==> config.mk <==
export PLATFORM = sky130hd
export DESIGN_NAME = act_wb_ctrl
export DESIGN_NICKNAME = d
export VERILOG_FILES = /design/src/rtl/act_wb_ctrl.sv
export SDC_FILE = /design/constraint.sdc
export NUM_CORES = 1
export LEC_CHECK = 0
export BUFFER_PORTS_ARGS = -buffer_cell sky130_fd_sc_hd__buf_2
export CORE_ASPECT_RATIO = 2
export CORE_UTILIZATION = 58
export CTS_CLUSTER_SIZE = 40
export DETAILED_ROUTE_END_ITERATION = 10
export PLACE_DENSITY = 0.86
export REMOVE_ABC_BUFFERS = 1
export SLEW_MARGIN = 40
export SYNTH_ARGS = -nofsm -noshare
export SYNTH_HDL_FRONTEND = slang
export SYNTH_SLANG_ARGS = --single-unit
==> constraint.sdc <==
create_clock -name clk -period 3.3 [get_ports clk]
set_clock_uncertainty 0.05 [all_clocks]
set_input_delay 0.495 -clock clk [delete_from_list [all_inputs] [get_ports clk]]
set_output_delay 0.495 -clock clk [all_outputs]
set_load 0.01 [all_outputs]
==> src/rtl/act_wb_ctrl.sv <==
// act_wb_ctrl: packs 8-bit activations into 32-bit words and writes them
// to the selected ping-pong activation bank, yielding to bank reads.
module act_wb_ctrl #(
  parameter int ACTMEMADRWID = 10
) (
  input  logic                    clk,
  input  logic                    rst_n,
  input  logic                    layer_start,
  input  logic                    wbank_sel,
  input  logic [ACTMEMADRWID-1:0] base_addr,
  input  logic [ACTMEMADRWID+2:0] layer_len,
  input  logic                    act_valid,
  input  logic [7:0]              act_data,
  output logic                    act_ready,
  input  logic                    ractmem0ena,
  input  logic                    ractmem1ena,
  output logic                    wactmem0ena,
  output logic                    wactmem1ena,
  output logic                    wactmem0wea,
  output logic                    wactmem1wea,
  output logic [ACTMEMADRWID-1:0] wactmem0addr,
  output logic [ACTMEMADRWID-1:0] wactmem1addr,
  output logic [31:0]             wactmemdata,
  output logic                    busy,
  output logic                    layer_done
);
  localparam int AW = ACTMEMADRWID;
  localparam int LW = ACTMEMADRWID + 3;
  localparam logic [AW-1:0] AONE = {{(AW-1){1'b0}}, 1'b1};
  localparam logic [LW-1:0] LONE = {{(LW-1){1'b0}}, 1'b1};

  typedef enum logic [1:0] {IDLE, RUN, DRAIN, DONE} state_e;

  state_e        state_q;
  logic          bank_q;
  logic          pend_q;
  logic [AW-1:0] addr_q;
  logic [LW-1:0] rem_q;
  logic [1:0]    lane_q;
  logic [31:0]   asm_q;
  logic [31:0]   data_q;

  logic          rd_conf;
  logic          wr_fire;
  logic          accept;
  logic          last;
  logic          commit;
  logic [31:0]   merged;

  // a read on the target bank wins; the other bank never stalls us
  assign rd_conf = bank_q ? ractmem1ena : ractmem0ena;
  assign wr_fire = pend_q && !rd_conf;
  assign act_ready = (state_q == RUN) && (!pend_q || wr_fire);
  assign accept = act_valid && act_ready;
  assign last = (rem_q == LONE);
  assign commit = accept && ((lane_q == 2'd3) || last);
  assign merged = asm_q | ({24'd0, act_data} << {lane_q, 3'b000});

  assign wactmem0ena = wr_fire && !bank_q;
  assign wactmem1ena = wr_fire && bank_q;
  assign wactmem0wea = wactmem0ena;
  assign wactmem1wea = wactmem1ena;
  assign wactmem0addr = addr_q;
  assign wactmem1addr = addr_q;
  assign wactmemdata = data_q;
  assign busy = (state_q != IDLE);
  assign layer_done = (state_q == DONE);

  always_ff @(posedge clk) begin
    if (!rst_n) begin
      state_q <= IDLE;
      bank_q  <= 1'b0;
      pend_q  <= 1'b0;
      addr_q  <= '0;
      rem_q   <= '0;
      lane_q  <= '0;
      asm_q   <= '0;
      data_q  <= '0;
    end else begin
      if (wr_fire) begin
        addr_q <= addr_q + AONE;
      end
      if (commit) begin
        pend_q <= 1'b1;
        data_q <= merged;
      end else if (wr_fire) begin
        pend_q <= 1'b0;
      end
      if (accept) begin
        rem_q <= rem_q - LONE;
        if (commit) begin
          lane_q <= '0;
          asm_q  <= '0;
        end else begin
          lane_q <= lane_q + 2'd1;
          asm_q  <= merged;
        end
      end
      unique case (state_q)
        IDLE: begin
          if (layer_start) begin
            bank_q  <= wbank_sel;
            addr_q  <= base_addr;
            rem_q   <= layer_len;
            lane_q  <= '0;
            asm_q   <= '0;
            state_q <= (layer_len == '0) ? DONE : RUN;
          end
        end
        RUN: begin
          if (accept && last) begin
            state_q <= DRAIN;
          end
        end
        DRAIN: begin
          if (wr_fire) begin
            state_q <= DONE;
          end
        end
        DONE: begin
          state_q <= IDLE;
        end
      endcase
    end
  end
endmodule

; ---- Word-level counts from Yosys, hierarchy flattened
; Index checks and enable logic that the tools add are counted.
[totals]
regBits = 93
in_bits = 38
wordCells = 61
[op_classes]
add_sub_neg = 3
n_eq_ne = 8
shift = 1
mux = 22
bitwise = 1
n_reduce_logical = 18
[op_table]
columns = operator, count
row1 = 32-bit 2-to-1 mux, 4
row2 = 13-bit 2-to-1 mux, 3
row3 = 32-bit OR, 1
row4 = 8-bit by 5-bit << shifter with 32-bit output, 1
row5 = 10-bit 2-to-1 mux, 3
row6 = 2-bit 2-to-1 mux, 8
row7 = "13-bit by 1-bit == test with 1-bit output, second input constant", 1
row8 = 13-bit zero test, 1
row9 = "13-bit by 1-bit subtractor with 13-bit output, second input constant", 1
row10 = "10-bit by 1-bit adder with 10-bit output, second input constant", 1
row11 = 2-bit case mux with 4 select lines, 1
row12 = 1-bit logical AND, 7
row13 = "2-bit == test, second input constant", 3
row14 = "2-bit inequality test, second input constant", 2
row15 = 2-bit nonzero test, 2
row16 = 1-bit zero test, 3
row17 = 1-bit 2-to-1 mux, 3
row18 = 3-bit AND reduction, 1
row19 = "2-bit by 1-bit adder with 2-bit output, second input constant", 1
row20 = "2-bit by 1-bit == test with 1-bit output, second input constant", 1
row21 = 2-bit zero test, 1
row22 = 1-bit logical OR, 2
row23 = "2-bit by 1-bit inequality test with 1-bit output, second input constant", 1
row24 = 2-bit AND reduction, 1

; ---- Depth between registers and ports, before layout
; Gate-level depths: netlist of the first run.
[depth]
ltp_word = 11
mapped_depth = 9
ltp_nobuf = 7

; ---- Least setup slack after synthesis of the first run
; OpenSTA, ideal clock, no wires.
[synth_timing]
path_kind = register -> register
startpoint = register rem_q[7]
endpoint = register asm_q[30]
setup_time_ns = 0.115
t_arrival_ns = 2.032
t_required_ns = 3.135
setup_slack_ns = 1.102
path_stages_with_launch = 8
n_path_buf = 2
period_less_slack_ns = 2.198
cell_sequence = dfxtp_1 or4_4 or4_4 a21oi_2 or2_2 buf_2 buf_4 nor2_1
[synth_between]
elab_chain_cells = 7
[synth_lines]
columns = item, line_no
row1 = start: declaration, 38  ; logic [LW-1:0] rem_q;
row2 = start signal: assignment, 90  ; rem_q <= rem_q - LONE;
row3 = start signal: assignment, 104  ; rem_q <= layer_len;
row4 = 13-bit by 1-bit == test with 1-bit output (*), 55  ; assign last = (rem_q == LONE);
row5 = 1-bit logical OR (*), 56  ; assign commit = accept && ((lane_q == 2'd3) || last);
row6 = 1-bit logical AND (*), 56
row7 = 32-bit 2-to-1 mux (*), 91  ; if (commit) begin
row8 = 32-bit 2-to-1 mux (*), 89  ; if (accept) begin
row9 = 32-bit 2-to-1 mux, 101  ; if (layer_start) begin
row10 = 32-bit 2-to-1 mux (*), 99  ; unique case (state_q)
row11 = end signal: assignment, 96  ; asm_q <= merged;
row12 = end: declaration, 40  ; logic [31:0] asm_q;
; Mark *: on every way between the ends. The rest lies on a longest branch, timed or not.
; A chain may end at the register's enable or synchronous reset.

; ---- Worst setup path after layout of the first run
[layout_timing]
startpoint = register rem_q[6]
endpoint = register asm_q[12]
; The elaborated chain is that of the path after synthesis.

==> results of run 1 <==
final cells by class:
type / instances / share of cell area, %
clock buffer: 10 / 4.980
clock inverter: 6 / 1.304
inverter: 8 / 0.6780
multi-input combinational: 323 / 40.83
sequential: 93 / 38.80
tap: 90 / 2.347
timing repair buffer: 101 / 11.06
flip-flops by register name, summed over array words and instances (netlist names):
signal and cells:
asm_q 32, bank_q 1, lane_q 2, pend_q 1
rem_q 13, state_q 2, wactmem0addr 10, wactmemdata 32
report_power, final:
part,internal (mW),switching (mW)
logic,0.326,0.472
registers,1.23,0.114
clock network,0.606,0.425
worst reg2reg max path, cell delays in order, from the launching register on:
cell and delay [ns]:
dfxtp_1 0.34, or4_4 0.54, or4_4 0.57, a21oi_4 0.34, or2_2 0.60, nor2_1 0.15
cells by family (layout without fill, tap and decap cells):
group	Yosys count	count (layout)
AOI/OAI and AO/OA	145	145
and+or+nand+nor	145	145
DFF	93	93
buffers and inverters	56	125
xor gates and xnor gates	22	22
adders and majority gates	9	9
muxes	2	2
layer usage:
layer	track usage, %	wire (µm)	vias up
met5	0	0	-
met4	14.31	232	0
met3	5.864	383	17
met2	48.39	5445	105
met1	28.57	3669	1683
li1	-	-	1764
path summary, 6_finish.rpt:
check / end / depth (start not counted) / start
min reg2reg: asm_q[20]$_SDFF_PN0_ / 2 / asm_q[20]$_SDFF_PN0_
min: wactmem0addr[8]$_SDFF_PN0_ / 3 / base_addr[8]
max: asm_q[12]$_SDFF_PN0_ / 5 / rem_q[6]$_SDFF_PN0_
max reg2reg: asm_q[12]$_SDFF_PN0_ / 5 / rem_q[6]$_SDFF_PN0_
per-stage QoR:
stage	cell area [µm²]	util [%]	setup slack [ns]	power, mW	cells
2_1_floorplan	3841	-	-0.6606	1.868	424
3_3_place_gp	4492	65.23	0.7081	2.108	615
3_5_place_dp	4494	65.26	0.6141	2.148	615
4_1_cts	4796	69.64	0.5817	3.172	631
5_1_grt	4798	69.68	0.4864	3.324	631
6_report	4798	69.68	0.5673	3.175	631
layout by cell type, fill, tap and decap left out, types with 4 or more instances in the layout:
cell type and count:
ha_1 9, nor4_1 4, a211oi_2 20, or2_2 4, nand3_1 9, nand2_1 15, a21oi_1 79, and2_0 4
buf_4 4, nor3_1 7, nor2_1 85, xor2_1 9, o21ai_0 11, dfxtp_1 93, xnor2_1 13, clkbuf_16 9
inv_1 7, a211oi_1 22, buf_2 96
==> qor.txt, run 1 <==
Max Fclk - 365.9 MHz
Unique masters post-synth - 42
Area growth from synthesis to layout - 16.64%
Worst path cell trace - or4_4, or4_4, a21oi_4, or2_2, nor2_1
Post-DP HPWL - 6855 µm
Port bufs - 96
Initial Util - 59.74%
I/O pins - 97
Fraction of layout cells with a size suffix above 1 - 27.36%
Setup crit end kind - register
Final period utilization - 82.81%
Layout Nets - 583
Synth Area in Compound Gates - 23.57%
Die footprint - 7454 µm²
Post-synthesis mux area share - 0.5170%
Post-CTS Setup Inserts - 0
Worst path arrival time - 2.88 ns
Cts repair resizes - 0
DR iter-0 viols - 174
Top delay family on crit path - simple AND/OR/NAND/NOR gates
Register Area - 1862 µm²
Initial antenna violation count - 0
Synth Cell Area - 4114 µm²
Clk_lat worst skew - 0.34 ns
Largest family of logic cells by synthesized area - compound AO/OA/AOI/OAI gates
Clk pin slew, worst setup/hold paths - 0.06 ns
Startpoint Class - register
Grt ovf - 0
CP dominant cell by count - or4_4
CP max FO - 34
Via count - 3,569
Max clock buf depth - 2
DRC - 0
Simple-gate share of the synthesized area - 15.88%
Worst path slowest cell - or2_2
CP required - 3.45 ns
Power density over the cells - 661.8 nW/µm²
Worst-Margin Slew - 0.6565 ns
Worst min path class - primary input to register
Setup slack, reg-to-reg - 0.57 ns
Pins Over Slew Limit - 0
Adder-cell area share of the yosys netlist - 2.737%
Status - finished clean
Inserted Clock Buffers - 9
Crit path buf inv count - 0
Final Wtd Congestion - 0.8784
DIE HEIGHT - 121.1 µm
Final hold vios - 0
Post-CTS Hold Buffers - 0
Drt wl/cell - 15.42 µm
Core box area - 6887 µm²
Top post-synthesis cells by area - dfxtp_1 45%, a21oi_1 9.6%, nor2_1 7.8%, a211oi_2 6.1%, a211oi_1 4.0%
Root Buffer - clkbuf_16
Setup violations, final - 0
Ys Warns - 0
WL final - 9730 µm
Synth Area in XOR/XNOR - 4.684%
Min Hold Slack - 0.3552 ns
Peak per-stage delay on the critical path - 0.59 ns
Setup TNS - 0 ns
Async S/R FF share, synth - 0%
# fillers - 615
Wire length of the first global-routing pass - 15,120 µm
Clock sink total - 93
Die X - 61.55 µm
Vias in the first global route - 3,249
# diodes - 0
Tot GR Track Use - 27.41%
Rel. slew slack - 56.07%
Peak supply drop - 0.4532 mV
Pin count of the biggest net entering global routing - 59
Row count - 43
Drt pass-1 iters - 5
TritonCTS clock tree - built
Leak pwr - 1.885 nW
Synth area leader - dfxtp_1
Final ANT Viol Nets - 0
Synth cell count leaders - 93 x dfxtp_1, 85 x nor2_1, 79 x a21oi_1
Number of synthesized register bits - 93
Post-layout minimum cycle time - 2.733 ns
Most numerous cell in the Yosys netlist - dfxtp_1
Post-synthesis sequential area ratio - 45.26%
Synth Instances - 472
Multi-input logic area - 1959 µm²
Max Cap Violations - 0
Setup CP Type - register to register
Post-synth top flop - dfxtp_1
Via density - 5.656
Area share of the largest cell type after synthesis - 45.26%
RSZ-0062 raised after global routing - no
Syn_area_per_cell - 8.716 µm²
CTS H-tree lvls - 3
Post-synth EDFFs - 0
No activity file was read; power rests on OpenSTA's default activity.
==> run 2: changes to the inputs <==
Settings changed: CORE_UTILIZATION 58 to 48, PLACE_DENSITY 0.86 to 0.76.
Clock period 3.3 ns to 2.5 ns, I/O delays scaled along.
==> qor.txt, run 2 (synthesized netlist as in run 1, its figures left out) <==
Status - finished clean
Fraction of layout cells with a size suffix above 1 - 28.21%
Setup violations, final - 0
Inserted Clock Buffers - 9
Max Cap Violations - 0
CP dominant cell by count - or4_4
Worst-Margin Slew - 0.6420 ns
Switching fraction of total power - 30.49%
Worst min path class - primary input to register
Core box area - 8292 µm²
Post-layout minimum cycle time - 2.348 ns
Vias in the first global route - 3,383
Leak pwr - 1.960 nW
Tot GR Track Use - 23.15%
Fin area - 4956 µm²
Setup crit end kind - register
Worst path arrival time - 2.55 ns
Most common cell after layout, fill and taps aside - buf_2
Die footprint - 8967 µm²
DIE HEIGHT - 132.9 µm
Grt ovf - 0
Root Buffer - clkbuf_16
Peak per-stage delay on the critical path - 0.57 ns
Pin count of the biggest net entering global routing - 45
Max clock buf depth - 2
Final ANT Viol Nets - 0
Power Total - 4.266 mW
Clk network pwr share - 33.2%
Most frequent cells in the layout - 96 x buf_2, 93 x dfxtp_1, 85 x nor2_1, 79 x a21oi_1, 22 x a211oi_1
Peak supply drop - 0.5116 mV
Initial antenna violation count - 0
Worst path cell trace - or4_4, or4_4, a21oi_4, buf_12, nor2_1, a211oi_2
Clk pin slew, worst setup/hold paths - 0.06 ns
Clk_lat worst skew - 0.34 ns
Initial Util - 49.62%
Wire length of the first global-routing pass - 15,750 µm
Post-DP HPWL - 7122 µm
Combinational Power Share - 25.2%
Global route hottest layer - met2
Drt wl/cell - 15.01 µm
Setup WS pre-CTS - 0.09247 ns
Port bufs - 96
Final hold vios - 0
Final Non-Filler Cells - 651
Die X - 67.46 µm
# fillers - 775
Reg power frac - 41.6%
Power density over the cells - 860.7 nW/µm²
RSZ-0062 raised after global routing - no
CP required - 2.71 ns
# diodes - 0
Setup CP Type - register to register
Met1 usage - 23.72%
Startpoint Class - register
Final Wtd Congestion - 0.8571
CP max FO - 27
CTS H-tree lvls - 3
Rel. slew slack - 57.04%
Max Fclk - 425.9 MHz
Layout Nets - 595
Drt pass-1 iters - 4
I/O pins - 97
Setup ws final - 0.1522 ns
NetSw - 1.301 mW
DR iter-0 viols - 181
Placed Instance Area - 4607 µm²
Met2 Usage GRT - 42.41%
Via density - 5.488
TritonCTS clock tree - built
Cell-internal power - 2.965 mW
Dpl cells - 632
Post-CTS Hold Buffers - 0
Crit path buf inv count - 1
Area growth from synthesis to layout - 20.47%
Top delay family on crit path - simple AND/OR/NAND/NOR gates
Worst path slowest cell - or4_4
M3 GR Usage - 4.052%
Pins Over Slew Limit - 0
Via count - 3,573
Clock sink total - 93
DRC - 0
WL final - 9769 µm
Final period utilization - 93.91%
Row count - 47
==> run 2: cell count changes in the layout (fill, tap and decap cells not counted), moves of 2 or more <==
cell / previous run / this run
clkinv_2: 3 / 1
buf_12: 1 / 4
clkinv_4: 2 / 0
buf_4: 4 / 12
clkbuf_1: 0 / 3
==> run 2: stage by stage <==
step	util (%)	setup TNS (ns)	hold WS [ns]
finish	59.77	0	0.2448
global route	59.77	0	0.2395
CTS	59.29	0	0.2326
detailed placement	55.56	0	0.4057
global placement	55.56	0	0.3980
floorplan	-	-84.10	0.3875
==> run 2: cell type report <==
type / instances / area [µm²] / area share [%]
Clock buffer: 12 / 236.5 / 4.772
Clock inverter: 4 / 72.57 / 1.464
Inverter: 8 / 30.03 / 0.6059
Multi-Input combinational cell: 323 / 1957 / 39.49
Sequential cell: 93 / 1862 / 37.57
Tap cell: 98 / 122.6 / 2.474
Timing Repair Buffer: 113 / 675.6 / 13.63
==> run 2: metal layers <==
layer | routed length, µm | vias up
li1 | - | 1792
met1 | 3567 | 1668
met2 | 5607 | 90
met3 | 330 | 23
met4 | 263 | 0
met5 | 0 | -
==> run 2: path summary, 6_finish.rpt <==
kind / end / start / slack (ns) / depth (start not counted)
worst max-delay path: wactmemdata[25]$_SDFFE_PN0P_ / rem_q[7]$_SDFF_PN0_ / 0.15 / 6
worst min-delay path: wactmem0addr[8]$_SDFF_PN0_ / base_addr[8] / 0.24 / 3
worst max register to register: wactmemdata[25]$_SDFFE_PN0P_ / rem_q[7]$_SDFF_PN0_ / 0.15 / 6
worst min register to register: asm_q[29]$_SDFF_PN0_ / asm_q[29]$_SDFF_PN0_ / 0.42 / 2
==> run 2: worst reg2reg max path: stages (launching register included) <==
cell and delay, ns:
dfxtp_1 0.33, or4_4 0.56, or4_4 0.57, a21oi_4 0.25, buf_12 0.22, nor2_1 0.08, a211oi_2 0.20
==> run 2: power by group through the flow <==
stage	clock, mW	sequential [mW]	combinational [mW]
CTS	1.44	1.77	1.08
finish	1.42	1.77	1.07
global placement	0	1.79	1.05
floorplan	0	1.82	0.648
global route	1.50	1.80	1.19
detailed placement	0	1.80	1.07
==> run 2: repair_timing <==
action,in CTS,in global routing
endpoints found under the setup margin,0,3
resized for setup,0,0
setup buffers,0,2
==> run 3: changes to the inputs <==
--- a/config.mk
+++ b/config.mk
@@ -9,6 +9,7 @@
 export CORE_ASPECT_RATIO = 2
-export CORE_UTILIZATION = 48
+export CORE_MARGIN = 3
+export CORE_UTILIZATION = 45
 export CTS_CLUSTER_SIZE = 40
 export DETAILED_ROUTE_END_ITERATION = 10
-export PLACE_DENSITY = 0.76
+export PLACE_DENSITY = 0.72
 export REMOVE_ABC_BUFFERS = 1
--- a/constraint.sdc
+++ b/constraint.sdc
@@ -4,2 +4,2 @@
 set_output_delay 0.375 -clock clk [all_outputs]
-set_load 0.01 [all_outputs]
+set_load 0.1 [all_outputs]
==> qor.txt, run 3 (synthesized netlist as in run 1, its figures left out) <==
CP max FO - 22
Port bufs - 96
Max Fclk - 421.7 MHz
Clk_lat worst skew - 0.34 ns
Row count - 48
Wire length on met3 - 450 µm
Final ANT Viol Nets - 0
RSZ-0062 raised after global routing - no
M1 WL - 3823 µm
FF-to-FF Start - rem_q[7]$_SDFF_PN0_
Clock sink total - 93
Tot GR Track Use - 19.91%
Post-DP HPWL - 7176 µm
R2R cell count - 6
Pin count of the biggest net entering global routing - 45
Fraction of layout cells with a size suffix above 1 - 28.36%
DIE HEIGHT - 141.2 µm
Root Buffer - clkbuf_16
CP required - 2.66 ns
Cts repair resizes - 0
Initial antenna violation count - 0
Worst-Margin Slew - 0.7223 ns
Pins Over Slew Limit - 0
DR iter-0 viols - 219
Leak pwr - 1.942 nW
Worst min path class - primary input to register
Die X - 73.61 µm
Setup crit end kind - register
Area growth from synthesis to layout - 20.01%
Final period utilization - 94.85%
Setup ws final - 0.1288 ns
Status - finished clean
HP Start - base_addr[8]
Placed Instance Area - 4594 µm²
Inserted Clock Buffers - 9
Startpoint Class - register
# diodes - 0
Final Non-Filler Cells - 650
Post-layout minimum cycle time - 2.371 ns
Wire length of the first global-routing pass - 16,210 µm
Layout Nets - 592
Most common cell after layout, fill and taps aside - buf_2
Final Wtd Congestion - 0.8575
Power density over the cells - 1012 nW/µm²
Setup CP Type - register to register
Peak supply drop - 0.8858 mV
Fin area - 4937 µm²
CTS H-tree lvls - 3
Max Cap Violations - 0
Max clock buf depth - 2
Met2 wire len - 5588 µm
Most frequent cells in the layout - 96 x buf_2, 93 x dfxtp_1, 85 x nor2_1, 79 x a21oi_1, 22 x a211oi_1
Setup slack, reg-to-reg - 0.13 ns
Hold Path Cell Cnt - 3
Grt ovf - 0
Final hold vios - 0
# fillers - 817
Min Hold Slack - 0.2427 ns
Core box area - 8768 µm²
Drt pass-1 iters - 7
Die footprint - 10,400 µm²
Rel. slew slack - 51.67%
Clk pin slew, worst setup/hold paths - 0.07 ns
Dpl cells - 632
Vias in the first global route - 3,381
Setup TNS - 0 ns
Initial Util - 46.92%
TritonCTS clock tree - built
I/O pins - 97
Drt wl/cell - 15.52 µm
Setup violations, final - 0
Hold Path Sink - wactmem0addr[8]$_SDFF_PN0_
Top Metal Used - met4
Via count - 3,541
Via density - 5.448
Worst path arrival time - 2.53 ns
Final Util - 56.31%
Setup WS pre-CTS - 0.08680 ns
DRC - 0
WL final - 10,090 µm
Post-CTS Hold Buffers - 0
Power Total - 4.995 mW
Reg-to-reg endpoint - wactmemdata[12]$_SDFFE_PN0P_
## run 3: how the worst max path moves through the flow
stage                         from                           end  slack (ns)  cells past startpoint
6_report       rem_q[7]$_SDFF_PN0_  wactmemdata[12]$_SDFFE_PN0P_        0.13                      6
4_1_cts        rem_q[7]$_SDFF_PN0_   wactmemdata[8]$_SDFFE_PN0P_        0.07                      6
3_3_place_gp   rem_q[7]$_SDFF_PN0_   wactmemdata[9]$_SDFFE_PN0P_        0.19                      6
2_1_floorplan  pend_q$_SDFFE_PN0P_                   wactmem0ena       -2.77                      1
3_5_place_dp   rem_q[7]$_SDFF_PN0_   wactmemdata[8]$_SDFFE_PN0P_        0.09                      6
5_1_grt        rem_q[7]$_SDFF_PN0_   wactmemdata[8]$_SDFFE_PN0P_        0.04                      6
## run 3: power breakdown
| group | total [mW] | switching, mW | internal (mW) |
|---|---|---|---|
| Combinational | 1.82 | 1.35 | 0.463 |
| Sequential | 1.77 | 0.149 | 1.63 |
| Clock | 1.41 | 0.596 | 0.809 |
## run 3: critical path: stages, from the launching register on
cell	delay, ns
dfxtp_1	0.33
or4_4	0.56
or4_4	0.57
a21oi_4	0.25
buf_4	0.18
clkbuf_16	0.20
a211oi_1	0.09
## run 3: what timing repair did
item | in CTS | in global routing
hold endpoints to repair | 0 | 0
setup buffers | 0 | 1
endpoints found under the setup margin | 0 | 11
## run 3: layout make-up
class	instances	area (µm²)	area share [%]
Tap cell	100	125.1	2.534
Timing Repair Buffer	110	653.1	13.23
Inverter	8	30.03	0.6082
Clock buffer	10	239.0	4.840
Sequential cell	93	1862	37.71
Clock inverter	6	71.32	1.444
Multi-Input combinational cell	323	1957	39.64
## run 3: per-layer routing
metal,up-vias,GRT usage [%]
met5,-,0
met4,0,8.023
met3,17,4.497
met2,82,36.56
met1,1660,20.90
li1,1782,-
